$ cat config.mk
export PLATFORM = sky130hd
export DESIGN_NAME = i2c_master_engine
export DESIGN_NICKNAME = d
export VERILOG_FILES = /design/src/rtl/i2c_pkg.sv /design/src/rtl/i2c_qtick.sv /design/src/rtl/i2c_master_engine.sv
export SDC_FILE = /design/constraint.sdc
export NUM_CORES = 1
export LEC_CHECK = 0
export CAP_MARGIN = 20
export CORE_MARGIN = 1
export CORE_UTILIZATION = 40
export DETAILED_ROUTE_END_ITERATION = 8
export MAX_ROUTING_LAYER = met4
export SLEW_MARGIN = 30
export SYNTH_ARGS = -nofsm -noshare
export SYNTH_HDL_FRONTEND = slang
export SYNTH_HIERARCHICAL = 1
export SYNTH_SLANG_ARGS = --single-unit
$ cat constraint.sdc
create_clock -name clk -period 3.5 [get_ports clk]
set_clock_uncertainty 0.05 [all_clocks]
set_input_delay 1.05 -clock clk [delete_from_list [all_inputs] [get_ports clk]]
set_output_delay 1.05 -clock clk [all_outputs]
set_load 0.02 [all_outputs]
$ cat src/rtl/i2c_pkg.sv
// i2c_pkg: shared types and helpers for the I2C master engine.
package i2c_pkg;

    typedef enum logic [3:0] {
        S_IDLE,
        S_START,
        S_ADDR_W,
        S_ACK_A,
        S_SUB,
        S_ACK_S,
        S_WDATA,
        S_ACK_D,
        S_RSTART,
        S_ADDR_R,
        S_ACK_R,
        S_RDATA,
        S_MNACK,
        S_STOP,
        S_DONE
    } state_t;

    typedef enum logic [1:0] {
        Q0,
        Q1,
        Q2,
        Q3
    } qphase_t;

    localparam logic I2C_WR = 1'b0;
    localparam logic I2C_RD = 1'b1;

    function automatic int calc_qdiv(input int clk_hz, input int scl_hz);
        int q;
        q = clk_hz / (4 * scl_hz);
        return (q < 2) ? 2 : q;
    endfunction

endpackage

$ cat src/rtl/i2c_qtick.sv
// i2c_qtick: quarter-SCL-period tick generator with optional stretch hold.
// Hold on a low SCL is compiled in with `define I2C_CLOCK_STRETCH_EN.
module i2c_qtick #(
    parameter int QDIV = 2
) (
    input  logic clk,
    input  logic rst,
    input  logic clear,
    input  logic run,
    input  logic hold_ok,
    input  logic scl_in,
    output logic tick
);

    localparam int CW = (QDIV > 1) ? $clog2(QDIV) : 1;

    logic [CW-1:0] cnt;
    logic          hold;

`ifdef I2C_CLOCK_STRETCH_EN
    // A slave still holding SCL low after release freezes the bit timing.
    assign hold = hold_ok && !scl_in;
`else
    logic unused_stretch;
    assign unused_stretch = hold_ok ^ scl_in;
    assign hold = 1'b0;
`endif

    assign tick = run && !hold && (cnt == CW'(QDIV - 1));

    always_ff @(posedge clk) begin
        if (rst || clear) begin
            cnt <= '0;
        end else if (run && !hold) begin
            cnt <= tick ? '0 : cnt + CW'(1);
        end
    end

endmodule

$ cat src/rtl/i2c_master_engine.sv
// i2c_master_engine: byte-level I2C master, one register write or read per command.
// Slave clock stretching is enabled with `define I2C_CLOCK_STRETCH_EN.
module i2c_master_engine
    import i2c_pkg::*;
#(
    parameter int CLK_FREQ_HZ = 50000000,
    parameter int I2C_FREQ_HZ = 100000
) (
    input  logic       clk,
    input  logic       rst,
    input  logic       ena,
    input  logic [7:0] addr,
    input  logic [7:0] sub_addr,
    input  logic [7:0] data_wr,
    output logic [7:0] data_rd,
    output logic       busy,
    output logic       ack_err,
    input  logic       sda_in,
    input  logic       scl_in,
    output logic       sda_oe,
    output logic       scl_oe
);

    localparam int QDIV = calc_qdiv(CLK_FREQ_HZ, I2C_FREQ_HZ);

    state_t     state;
    state_t     nstate;
    qphase_t    q;
    logic [2:0] bitcnt;
    logic [7:0] addr_r;
    logic [7:0] sub_r;
    logic [7:0] wdata_r;
    logic [7:0] rx_sh;
    logic [7:0] tx_byte;
    logic       samp;
    logic       tick;
    logic       run;
    logic       hold_ok;
    logic       slot_end;
    logic       byte_end;
    logic       scl_lo;
    logic       tx_bit;
    logic       scl_drv;
    logic       sda_drv;
    logic       in_ack;
    logic       in_byte;

    assign busy     = (state != S_IDLE);
    assign run      = (state != S_IDLE) && (state != S_DONE);
    assign hold_ok  = (q == Q2) && !scl_oe;
    assign scl_lo   = (q == Q0) || (q == Q1);
    assign slot_end = tick && (q == Q3);
    assign byte_end = slot_end && (bitcnt == 3'd0);
    assign tx_bit   = tx_byte[bitcnt];
    assign in_ack   = state inside {S_ACK_A, S_ACK_S, S_ACK_D, S_ACK_R};
    assign in_byte  = state inside {S_ADDR_W, S_SUB, S_WDATA,
                                    S_ADDR_R, S_RDATA};

    i2c_qtick #(
        .QDIV(QDIV)
    ) u_qtick (
        .clk    (clk),
        .rst    (rst),
        .clear  (state == S_IDLE),
        .run    (run),
        .hold_ok(hold_ok),
        .scl_in (scl_in),
        .tick   (tick)
    );

    always_comb begin
        tx_byte = 8'h00;
        unique case (state)
            S_ADDR_W: tx_byte = {addr_r[7:1], I2C_WR};
            S_SUB:    tx_byte = sub_r;
            S_WDATA:  tx_byte = wdata_r;
            S_ADDR_R: tx_byte = {addr_r[7:1], I2C_RD};
            default:  tx_byte = 8'h00;
        endcase
    end

    always_ff @(posedge clk) begin
        if (rst) begin
            state <= S_IDLE;
        end else begin
            state <= nstate;
        end
    end

    always_comb begin
        nstate  = state;
        scl_drv = 1'b0;
        sda_drv = 1'b0;
        unique case (state)
            S_IDLE: begin
                if (ena) nstate = S_START;
            end
            S_START: begin
                sda_drv = (q == Q2) || (q == Q3);
                if (slot_end) nstate = S_ADDR_W;
            end
            S_ADDR_W: begin
                scl_drv = scl_lo;
                sda_drv = !tx_bit;
                if (byte_end) nstate = S_ACK_A;
            end
            S_ACK_A: begin
                scl_drv = scl_lo;
                if (slot_end) nstate = samp ? S_STOP : S_SUB;
            end
            S_SUB: begin
                scl_drv = scl_lo;
                sda_drv = !tx_bit;
                if (byte_end) nstate = S_ACK_S;
            end
            S_ACK_S: begin
                scl_drv = scl_lo;
                if (slot_end) begin
                    if (samp)
                        nstate = S_STOP;
                    else if (addr_r[0] == I2C_RD)
                        nstate = S_RSTART;
                    else
                        nstate = S_WDATA;
                end
            end
            S_WDATA: begin
                scl_drv = scl_lo;
                sda_drv = !tx_bit;
                if (byte_end) nstate = S_ACK_D;
            end
            S_ACK_D: begin
                scl_drv = scl_lo;
                if (slot_end) nstate = S_STOP;
            end
            S_RSTART: begin
                // SDA released while SCL low, then pulled low with SCL high
                scl_drv = scl_lo;
                sda_drv = (q == Q3);
                if (slot_end) nstate = S_ADDR_R;
            end
            S_ADDR_R: begin
                scl_drv = scl_lo;
                sda_drv = !tx_bit;
                if (byte_end) nstate = S_ACK_R;
            end
            S_ACK_R: begin
                scl_drv = scl_lo;
                if (slot_end) nstate = samp ? S_STOP : S_RDATA;
            end
            S_RDATA: begin
                scl_drv = scl_lo;
                if (byte_end) nstate = S_MNACK;
            end
            S_MNACK: begin
                scl_drv = scl_lo;
                if (slot_end) nstate = S_STOP;
            end
            S_STOP: begin
                scl_drv = scl_lo;
                sda_drv = (q != Q3);
                if (slot_end) nstate = S_DONE;
            end
            S_DONE: begin
                nstate = S_IDLE;
            end
            default: begin
                nstate = S_IDLE;
            end
        endcase
    end

    always_ff @(posedge clk) begin
        if (rst) begin
            q       <= Q0;
            bitcnt  <= 3'd7;
            addr_r  <= 8'h00;
            sub_r   <= 8'h00;
            wdata_r <= 8'h00;
            rx_sh   <= 8'h00;
            samp    <= 1'b0;
            ack_err <= 1'b0;
            data_rd <= 8'h00;
            sda_oe  <= 1'b0;
            scl_oe  <= 1'b0;
        end else begin
            sda_oe <= sda_drv;
            scl_oe <= scl_drv;
            if (state == S_IDLE) begin
                q      <= Q0;
                bitcnt <= 3'd7;
                if (ena) begin
                    addr_r  <= addr;
                    sub_r   <= sub_addr;
                    wdata_r <= data_wr;
                    ack_err <= 1'b0;
                end
            end else if (tick) begin
                q <= qphase_t'(q + 2'd1);
                if (q == Q2) begin
                    samp <= sda_in;
                    if (state == S_RDATA) rx_sh <= {rx_sh[6:0], sda_in};
                end
                if (q == Q3) begin
                    // wraps 0 -> 7, leaving the counter ready for the next byte
                    if (in_byte) bitcnt <= bitcnt - 3'd1;
                    if (in_ack && samp) ack_err <= 1'b1;
                    if (state == S_MNACK) data_rd <= rx_sh;
                end
            end
        end
    end

endmodule

==> Word level (Yosys, flattened, before mapping) <==
Cells that the tools add are included.
{ "totals": {"ff_bits": 60, "input_bits": 29, "output_inout_bits": 12, "word_cells": 109} }
{ "classes": {"n_addsub": 3, "order_cmp": 1, "n_eq_ne": 32, "mux": 28, "n_bitwise": 2, "n_reduce_logical": 30} }
{ "ops": {"columns": ["operator", "count"], "rows": [
  ["two-way mux 4 bit", 16],
  ["case mux 4 bit (13 select lines)", 1],
  ["case mux 8 bit (4 select lines)", 1],
  ["inequality test 2 bit (second input constant)", 13],
  ["equality test 4 bit (second input constant)", 6],
  ["equality test 4 x 3 -> 1 bit (second input constant)", 4],
  ["AND reduction 13 bit", 1],
  ["AND reduction 4 bit", 3],
  ["OR reduction 12 bit", 1],
  ["equality test 4 x 2 -> 1 bit (second input constant)", 2],
  ["nonzero test 4 bit", 2],
  ["adder 7 x 1 -> 7 bit (second input constant)", 1],
  ["equality test 7 bit (second input constant)", 1],
  ["two-way mux 7 bit", 1],
  ["two-way mux 1 bit", 6],
  ["AND reduction 3 bit", 2],
  ["nonzero test 2 bit", 3],
  ["OR reduction 2 bit", 3],
  ["logical AND 1 bit", 5],
  ["nonzero test 5 bit", 1],
  ["equality test 2 bit (second input constant)", 2],
  ["equality test 4 x 1 -> 1 bit (second input constant)", 1],
  ["logical NOT 4 bit", 1],
  ["< comparator 3 x 4 -> 1 bit (second input constant)", 1],
  ["15 further kinds", 18]
]} }

==> Longest topological paths before layout <==
Gate-level depths: netlist of run 1.
{ "depth": {"depth_word": 7, "depth_mapped": 15, "ltp_nobuf": 11} }

==> By module <==
The synthesis of run 1 kept the hierarchy.
{ "modules_own_cells": {"columns": ["module", "instances", "cells_per_inst", "area_per_inst_um2"], "rows": [
  ["i2c_master_engine", 1, 317, 2638.8],
  ["i2c_qtick", 1, 40, 347.8]
]} }

==> Worst setup path after synthesis of run 1 <==
No wires, ideal clock.
{ "synth_timing": {"path_kind": "reg-to-reg", "from": "reg state[1]", "to": "reg data_rd[3]", "setup_ns": 0.128, "arrival_time_ns": 2.585, "required_ns": 3.322, "slack_ns": 0.737, "stages_incl_launch_ff": 14, "n_path_buf": 4, "cell_sequence": "dfxtp_1 -> buf_6 -> buf_12 -> clkbuf_1 -> nand3_1 -> o21ai_0 -> nand2b_1 -> nand4_1 -> nor2_1 -> buf_2 -> nand2_1 -> nor4_4 -> mux2i_1 -> nor2_1"} }
{ "synth_between": {"elab_chain_len": 4, "elab_cells_between_ends": 8, "classes_between": "eq/ne: 2; bitwise: 1; reduce/logical: 5"} }
{ "synth_lines": {"columns": ["item", "line", "text"], "rows": [
  ["start: declaration", "i2c_master_engine.sv:26", "state_t state;"],
  ["start signal: assignment", "i2c_master_engine.sv:86", "state <= nstate;"],
  ["inequality test 4 bit / nonzero test 4 bit (equally long branches)", "i2c_master_engine.sv:49", "assign run = (state != S_IDLE) && (state != S_DONE);"],
  ["logical AND 1 bit *", "i2c_master_engine.sv:49", null],
  ["via run", "i2c_master_engine.sv:37", "logic run;"],
  ["logical AND 1 bit *", "i2c_qtick.sv:29", "assign tick = run && !hold && (cnt == CW'(QDIV - 1));"],
  ["via tick", "i2c_master_engine.sv:36", "logic tick;"],
  ["AND reduction 4 bit (no line) *", null, null],
  ["end signal: assignment", "i2c_master_engine.sv:208", "if (state == S_MNACK) data_rd <= rx_sh;"],
  ["end: declaration", "i2c_master_engine.sv:15", "output logic [7:0] data_rd,"]
]} }
Mark *: on every way through the listed nets, which the timed path passes. The rest lies on a longest branch.
A chain may end at the register's enable or synchronous reset.

==> Final worst setup path of run 1 <==
{ "layout_timing": {"from": "reg state[3]", "to": "out busy"} }
{ "layout_between": {"elab_chain_len": 1} }
{ "layout_lines": {"columns": ["item", "line", "text"], "rows": [
  ["nonzero test 4 bit", "i2c_master_engine.sv:48", "assign busy = (state != S_IDLE);"],
  ["end: declaration", "i2c_master_engine.sv:16", "output logic busy,"]
]} }
Every way passes these cells.

==> flow_summary.json, run 1 <==
{
  "status": "finished clean",
  "coreArea_mm2": 0.00721,
  "cts_buffers": 9,
  "htreeDepth": 3,
  "cts.clk_slew.worst_paths_ps": 60,
  "rsz0062_at_grt": "false",
  "relSlewSlack": 0.446,
  "track_usage": 0.184,
  "worst-setup-path-type": "flip-flop to output port",
  "crit_path_max_fanout": 18,
  "portBuffers": 39,
  "synth_area_mm2": 0.00298,
  "power.leakage_nw": 1.29,
  "fmax_ghz": 0.328,
  "wl_mm": 6.41,
  "synthCells": 356,
  "slew_violations": 0,
  "end_kind": "output port",
  "clock-sinks": 60,
  "die_x_um": 88.3,
  "clock_latency_ps": 340,
  "drive_above_1_share": 0.0911,
  "routedWlPerCell_um": 13.0,
  "die_h_um": 88.3,
  "die-area_mm2": 0.00780,
  "avgSynthCellArea_um2": 8.37,
  "path_cells": "buf_4 > or2_1 > nor3_4 > inv_1 > clkdlybuf4s50_1",
  "firstDrtPassIters": 4,
  "crit_required_ps": 2400,
  "ir_drop_uv": 237,
  "syn2layout_area_growth_pct": 20.9,
  "grt_max_degree": 31,
  "fp-row-count": 31,
  "drc": 0,
  "worstMarginPinSlew_ps": 829,
  "antenna_cells": 0,
  "fin_crit_ps": 3050,
  "slowest_stage": "clkdlybuf4s50_1",
  "final_hold_viol_count": 0,
  "min_period_over_period": 0.872,
  "drt_iter0_markers": 189,
  "cts_buffer_depth": 2,
  "grt_pass1_wl_mm": 10.6,
  "post_cts_resized": 0,
  "final_nets": 429,
  "place_hpwl_mm": 4.42,
  "antenna_found_initial": 0,
  "setup_viol": 0,
  "globalRouteOverflowTotal": 0,
  "whs_ps": 403,
  "synthesis.nets": 393,
  "setup-tns-final_ps": 0,
  "pin_count": 41,
  "gp_congestion": 0.895,
  "postCtsSetupBuffers": 0,
  "grt_pass1_vias": 2265,
  "ant_nets": 0,
  "total_power_mw": 2.01,
  "power.density_mw_per_mm2": 558,
  "r2r_slack_ps": 720,
  "arrival_ps": 1950,
  "ys_warn_count": 6,
  "cts_tree": "built",
  "ctsHoldBuffers": 0,
  "start_util": 0.413,
  "num_vias": 2511,
  "drv_cap": 0,
  "max_stage_delay_ps": 540,
  "via_per_inst": 5.08,
  "critPathLaunchType": "flip-flop",
  "hp-class": "flip-flop to flip-flop",
  "root_buffer": "clkbuf_8"
}
[critical path: cells and delay by family (launching register included)]
kind / cells / cell delay (ps)
buffers and inverters: 3 / 800
flip-flops: 1 / 300
AND/OR/NAND/NOR: 2 / 510
[final cells by class]
| class | count | area [um2] |
|---|---|---|
| clock buffers | 12 | 155 |
| clock inverters | 2 | 35.0 |
| fillers | 733 | 3610 |
| inverters | 14 | 52.6 |
| multi-input cells | 259 | 1580 |
| flip-flops and latches | 60 | 1200 |
| well taps | 99 | 124 |
| repair buffers | 48 | 453 |
[metal layers]
layer	track usage	wire length, um
met1	0.247	3190
met2	0.259	2830
met3	0.0420	242
met4	0.0880	144
met5	-	0
[through the flow]
step / setup WS [ps] / util / instances / area [um2]
floorplan: 737 / - / 356 / 2980
global placement: 797 / 0.473 / 480 / 3410
detailed placement: 716 / 0.473 / 480 / 3410
CTS: 419 / 0.500 / 494 / 3600
global route: 377 / 0.500 / 494 / 3600
finish: 448 / 0.500 / 494 / 3600
[power by group]
group	switching [mW]	internal (mW)
logic	0.371	0.230
clock network	0.252	0.359
registers	0.0418	0.757
total	0.665	1.35
[state kept, by name, summed over array words and instances (netlist names)]
signal	count
q	2
samp	1
wdata_r	8
sub_r	8
state	4
u_qtick/cnt	7
sda_oe	1
rx_sh	8
data_rd	8
ack_err	1
bitcnt	3
addr_r	8
scl_oe	1
[layout by cell type (no fill, tap or decap), types with 2 or more instances in the layout]
master	instances
inv_1	14
o211ai_1	2
o21ai_0	20
xor2_1	4
mux2_2	3
xnor2_1	2
o21a_1	2
mux2i_1	21
a221oi_1	4
nand3_1	5
o21ai_2	2
o22ai_1	2
nor3_1	8
nor3_4	2
a311oi_1	2
or3_1	2
nor2b_1	3
clkdlybuf4s50_1	38
nand3b_1	3
clkbuf_8	11
nand2b_1	4
a21oi_1	36
ha_1	8
nand2_1	64
dfxtp_1	60
nand4_1	3
o41ai_1	2
and3_1	2
nor2_1	30
buf_4	9
a31oi_1	3
[path summary, 6_finish.rpt]
path | start | cells past startpoint | end
min reg2reg | sub_r[1]$_SDFFE_PP0P_ | 2 | sub_r[1]$_SDFFE_PP0P_
max reg2reg | state[3]$_SDFFE_PP0P_ | 12 | state[0]$_SDFFE_PP0P_
max | state[3]$_SDFFE_PP0P_ | 5 | busy
min | sub_r[1]$_SDFFE_PP0P_ | 2 | sub_r[1]$_SDFFE_PP0P_
No activity file was read; power rests on OpenSTA's default activity.
==> run 2, diff against run 1 <==
--- a/config.mk
+++ b/config.mk
@@ -6,10 +6,13 @@
 export NUM_CORES = 1
 export LEC_CHECK = 0
 export CAP_MARGIN = 20
+export CELL_PAD_IN_SITES_DETAIL_PLACEMENT = 1
+export CELL_PAD_IN_SITES_GLOBAL_PLACEMENT = 1
 export CORE_MARGIN = 1
 export CORE_UTILIZATION = 40
 export DETAILED_ROUTE_END_ITERATION = 8
 export MAX_ROUTING_LAYER = met4
+export PLACE_DENSITY_LB_ADDON = 0.1
 export SLEW_MARGIN = 30
 export SYNTH_ARGS = -nofsm -noshare
 export SYNTH_HDL_FRONTEND = slang
==> flow_summary.json, run 2 (synthesis gave the netlist of run 1 again) <==
{
  "cts_buffers": 9,
  "end_kind": "output port",
  "gp_congestion": 0.833,
  "ctsHoldBuffers": 0,
  "die-area_mm2": 0.00780,
  "grt_pass1_vias": 2539,
  "num_vias": 2650,
  "drv_cap": 0,
  "start_util": 0.413,
  "min_path_cells": 2,
  "path_depth": 5,
  "drt_iter0_markers": 61,
  "final_common_cell": "nand2_1",
  "ant_nets": 0,
  "die_x_um": 88.3,
  "coreArea_mm2": 0.00721,
  "grt_max_degree": 30,
  "worst-setup-path-type": "flip-flop to output port",
  "path_buf_inv": 3,
  "whs_ps": 408,
  "setup_viol": 0,
  "cts.clk_slew.worst_paths_ps": 70,
  "crit_path_max_fanout": 13,
  "postCtsSetupBuffers": 0,
  "n_fill_cell": 888,
  "cts_buffer_depth": 2,
  "hp-class": "flip-flop to flip-flop",
  "path_cells": "buf_4 > or2_1 > nor3_4 > inv_1 > clkdlybuf4s50_1",
  "fin_crit_ps": 3200,
  "clock-sinks": 60,
  "min_from": "wdata_r[6]$_SDFFE_PP0P_",
  "slowest_stage": "clkdlybuf4s50_1",
  "r2r_cells": 12,
  "drc": 0,
  "portBuffers": 39,
  "fp-row-count": 31,
  "track_usage": 0.217,
  "antenna_cells": 0,
  "via_per_inst": 5.33,
  "min_period_over_period": 0.914,
  "arrival_ps": 2100,
  "root_buffer": "clkbuf_8",
  "rsz0062_at_grt": "false",
  "r2r_slack_ps": 550,
  "relSlewSlack": 0.620,
  "max_stage_delay_ps": 600,
  "power.density_mw_per_mm2": 587,
  "clock_latency_ps": 350,
  "pin_count": 41,
  "r2r_end": "state[0]$_SDFFE_PP0P_",
  "final_nets": 430,
  "worstMarginPinSlew_ps": 570,
  "antenna_found_initial": 0,
  "mostFrequentLayoutCells": "64 x nand2_1, 60 x dfxtp_1, 38 x clkdlybuf4s50_1",
  "setup-tns-final_ps": 0,
  "ir_drop_uv": 246,
  "critPathTopFamily": "buffers and inverters",
  "htreeDepth": 3,
  "slew_violations": 0,
  "final_hold_viol_count": 0,
  "fmax_ghz": 0.313,
  "status": "finished clean",
  "routedWlPerCell_um": 15.1,
  "syn2layout_area_growth_pct": 22.3,
  "power.leakage_nw": 1.30,
  "post_cts_resized": 0,
  "globalRouteOverflowTotal": 0,
  "crit_required_ps": 2400,
  "wl_mm": 7.49,
  "final_util": 0.505,
  "critPathLaunchType": "flip-flop",
  "die_h_um": 88.3,
  "r2r_start": "state[2]$_SDFFE_PP0P_",
  "drive_above_1_share": 0.101,
  "firstDrtPassIters": 5,
  "cts_tree": "built",
  "place_hpwl_mm": 5.27,
  "grt_pass1_wl_mm": 12.4,
  "hold_end": "wdata_r[6]$_SDFFE_PP0P_"
}
## run 2: power breakdown
| group | total [mW] | switching, mW | leakage, nW | internal, mW |
|---|---|---|---|---|
| logic | 0.623 | 0.388 | 0.709 | 0.235 |
| registers | 0.803 | 0.0470 | 0.487 | 0.756 |
| clock network | 0.712 | 0.308 | 0.106 | 0.404 |
| total | 2.14 | 0.743 | 1.30 | 1.39 |
## run 2: metal layers
metal,share of wire,vias up,track usage
li1,-,1310,-
met1,0.48,1278,0.276
met2,0.47,51,0.336
met3,0.036,11,0.0420
met4,0.012,0,0.0924
met5,0,-,-
## run 2: final cells by class
| class | instances | area, um2 | share of cell area |
|---|---|---|---|
| clock buffers | 9 | 124 | 0.0340 |
| clock inverters | 7 | 97.6 | 0.0268 |
| inverters | 14 | 52.6 | 0.0144 |
| multi-input cells | 259 | 1580 | 0.435 |
| flip-flops and latches | 60 | 1200 | 0.330 |
| well taps | 99 | 124 | 0.0340 |
| repair buffers | 49 | 460 | 0.126 |
## run 2: tightest hold or removal path, stage by stage, from the launching register on
cell	delay (ps)
dfxtp_1	310
nand2_1	50
a21oi_1	50
## run 2: how the worst max path moves through the flow
| stage | startpoint | to |
|---|---|---|
| 2_1_floorplan | state[1]$_SDFFE_PP0P_ | data_rd[3]$_SDFFE_PP0P_ |
| 3_3_place_gp | state[3]$_SDFFE_PP0P_ | busy |
| 3_5_place_dp | state[2]$_SDFFE_PP0P_ | state[0]$_SDFFE_PP0P_ |
| 4_1_cts | state[3]$_SDFFE_PP0P_ | busy |
| 5_1_grt | state[3]$_SDFFE_PP0P_ | busy |
| 6_report | state[3]$_SDFFE_PP0P_ | busy |
## run 2: metrics by stage
| stage | std cells | cell area, um2 | power, mW | setup WS [ps] |
|---|---|---|---|---|
| floorplan | 356 | 2980 | 1.27 | 737 |
| global placement | 481 | 3420 | 1.43 | 697 |
| detailed placement | 481 | 3420 | 1.45 | 618 |
| CTS | 497 | 3640 | 2.16 | 298 |
| global route | 497 | 3640 | 2.26 | 233 |
| finish | 497 | 3640 | 2.14 | 303 |
==> run 3, diff against run 2 <==
--- a/config.mk
+++ b/config.mk
@@ -9,10 +9,12 @@
 export CELL_PAD_IN_SITES_DETAIL_PLACEMENT = 1
 export CELL_PAD_IN_SITES_GLOBAL_PLACEMENT = 1
 export CORE_MARGIN = 1
-export CORE_UTILIZATION = 40
+export CORE_UTILIZATION = 30
+export CTS_CLUSTER_DIAMETER = 150
 export DETAILED_ROUTE_END_ITERATION = 8
 export MAX_ROUTING_LAYER = met4
 export PLACE_DENSITY_LB_ADDON = 0.1
+export SETUP_SLACK_MARGIN = 0.2
 export SLEW_MARGIN = 30
 export SYNTH_ARGS = -nofsm -noshare
 export SYNTH_HDL_FRONTEND = slang
==> flow_summary.json, run 3 (synthesis gave the netlist of run 1 again) <==
{
  "status": "finished clean",
  "setup_viol": 0,
  "min_from": "wdata_r[4]$_SDFFE_PP0P_",
  "hold_end": "wdata_r[4]$_SDFFE_PP0P_",
  "critPathTopFamily": "buffers and inverters",
  "fp-row-count": 36,
  "antenna_cells": 0,
  "worst-setup-path-type": "flip-flop to output port",
  "arrival_ps": 2010,
  "coreArea_mm2": 0.00968,
  "cts_buffers": 9,
  "critPathLaunchType": "flip-flop",
  "min_path_cells": 2,
  "num_vias": 2608,
  "min_period_over_period": 0.888,
  "grt_pass1_wl_mm": 13.5,
  "r2r_start": "state[2]$_SDFFE_PP0P_",
  "r2r_end": "state[0]$_SDFFE_PP0P_",
  "clock_latency_ps": 340,
  "mostFrequentLayoutCells": "64 x nand2_1, 58 x dfxtp_1, 38 x clkdlybuf4s50_1",
  "path_cells": "or2_1 > nor3_4 > inv_1 > clkdlybuf4s50_1",
  "fmax_ghz": 0.322,
  "die-area_mm2": 0.0103,
  "pin_count": 41,
  "grt_pass1_vias": 2715,
  "relSlewSlack": 0.419,
  "r2r_cells": 12,
  "drive_above_1_share": 0.105,
  "fin_crit_ps": 3110,
  "ctsHoldBuffers": 0,
  "start_util": 0.308,
  "path_buf_inv": 2,
  "r2r_slack_ps": 620,
  "drt_iter0_markers": 73,
  "gp_congestion": 0.778,
  "power.density_mw_per_mm2": 564,
  "root_buffer": "clkbuf_8",
  "drc": 0,
  "cts.clk_slew.worst_paths_ps": 70,
  "grt_max_degree": 25,
  "portBuffers": 39,
  "syn2layout_area_growth_pct": 23.0,
  "slew_violations": 0,
  "power.leakage_nw": 1.30,
  "slowest_stage": "clkdlybuf4s50_1",
  "crit_path_max_fanout": 19,
  "whs_ps": 405,
  "ant_nets": 0,
  "end_kind": "output port",
  "antenna_found_initial": 0,
  "globalRouteOverflowTotal": 0,
  "cts_buffer_depth": 2,
  "crit_required_ps": 2400,
  "firstDrtPassIters": 4,
  "routedWlPerCell_um": 14.9,
  "hp-class": "flip-flop to flip-flop",
  "track_usage": 0.175,
  "clock-sinks": 60,
  "htreeDepth": 3,
  "rsz0062_at_grt": "false",
  "die_x_um": 102,
  "final_nets": 431,
  "ir_drop_uv": 220,
  "worstMarginPinSlew_ps": 870,
  "place_hpwl_mm": 5.59,
  "cts_tree": "built",
  "setup-tns-final_ps": 0,
  "final_hold_viol_count": 0,
  "final_common_cell": "nand2_1",
  "drv_cap": 0,
  "max_stage_delay_ps": 540,
  "wl_mm": 7.94,
  "die_h_um": 102,
  "path_depth": 4,
  "via_per_inst": 4.90
}
[run 3: metrics by stage]
| stage | cell area, um2 | setup slack (ps) | cells | utilization | total power, mW |
|---|---|---|---|---|---|
| floorplan | 2980 | 737 | 356 | - | 1.27 |
| global placement | 3460 | 417 | 515 | 0.358 | 1.44 |
| detailed placement | 3460 | 429 | 515 | 0.358 | 1.45 |
| CTS | 3670 | 360 | 532 | 0.379 | 2.10 |
| global route | 3670 | 275 | 532 | 0.379 | 2.21 |
| finish | 3670 | 393 | 532 | 0.379 | 2.07 |
[run 3: area by class of cell]
class | count | area [um2]
Multi-Input combinational cell | 259 | 1580
Sequential cell | 60 | 1200
Clock buffer | 10 | 128
Inverter | 14 | 52.6
Timing Repair Buffer | 50 | 468
Fill cell | 1158 | 6020
Clock inverter | 6 | 65.1
Tap cell | 133 | 166
[run 3: worst max path at each step]
stage | start | to | slack, ps
after floorplan | state[1]$_SDFFE_PP0P_ | data_rd[3]$_SDFFE_PP0P_ | 740
after global placement | state[3]$_SDFFE_PP0P_ | busy | 420
after detailed placement | state[3]$_SDFFE_PP0P_ | busy | 430
after CTS | state[3]$_SDFFE_PP0P_ | busy | 360
after global routing | state[2]$_SDFFE_PP0P_ | state[2]$_SDFFE_PP0P_ | 270
final | state[3]$_SDFFE_PP0P_ | busy | 390
[run 3: report_power, final]
part	total (mW)	switching [mW]	leakage, nW	internal [mW]
sequential	0.811	0.0539	0.488	0.757
clock	0.626	0.297	0.0962	0.329
combinational	0.634	0.395	0.715	0.239
[run 3: repair_timing]
| action | in CTS | in global routing |
|---|---|---|
| endpoints found under the setup margin | 1 | 11 |
| buffers inserted | 1 | 0 |
| gates resized for setup | 1 | 1 |
| pin swaps | 1 | 0 |
[run 3: tightest hold or removal path, delay by kind of cell, from the launching register on]
| family | cells | cell delay, ps |
|---|---|---|
| DFF | 1 | 310 |
| AOI/OAI and AO/OA | 1 | 50 |
| and+or+nand+nor | 1 | 50 |
[run 3: metal layers]
metal,up-vias,share of wire,GRT usage
li1,1311,-,-
met1,1245,0.51,0.229
met2,37,0.44,0.262
met3,15,0.029,0.0352
met4,0,0.017,0.0691
met5,-,0,-
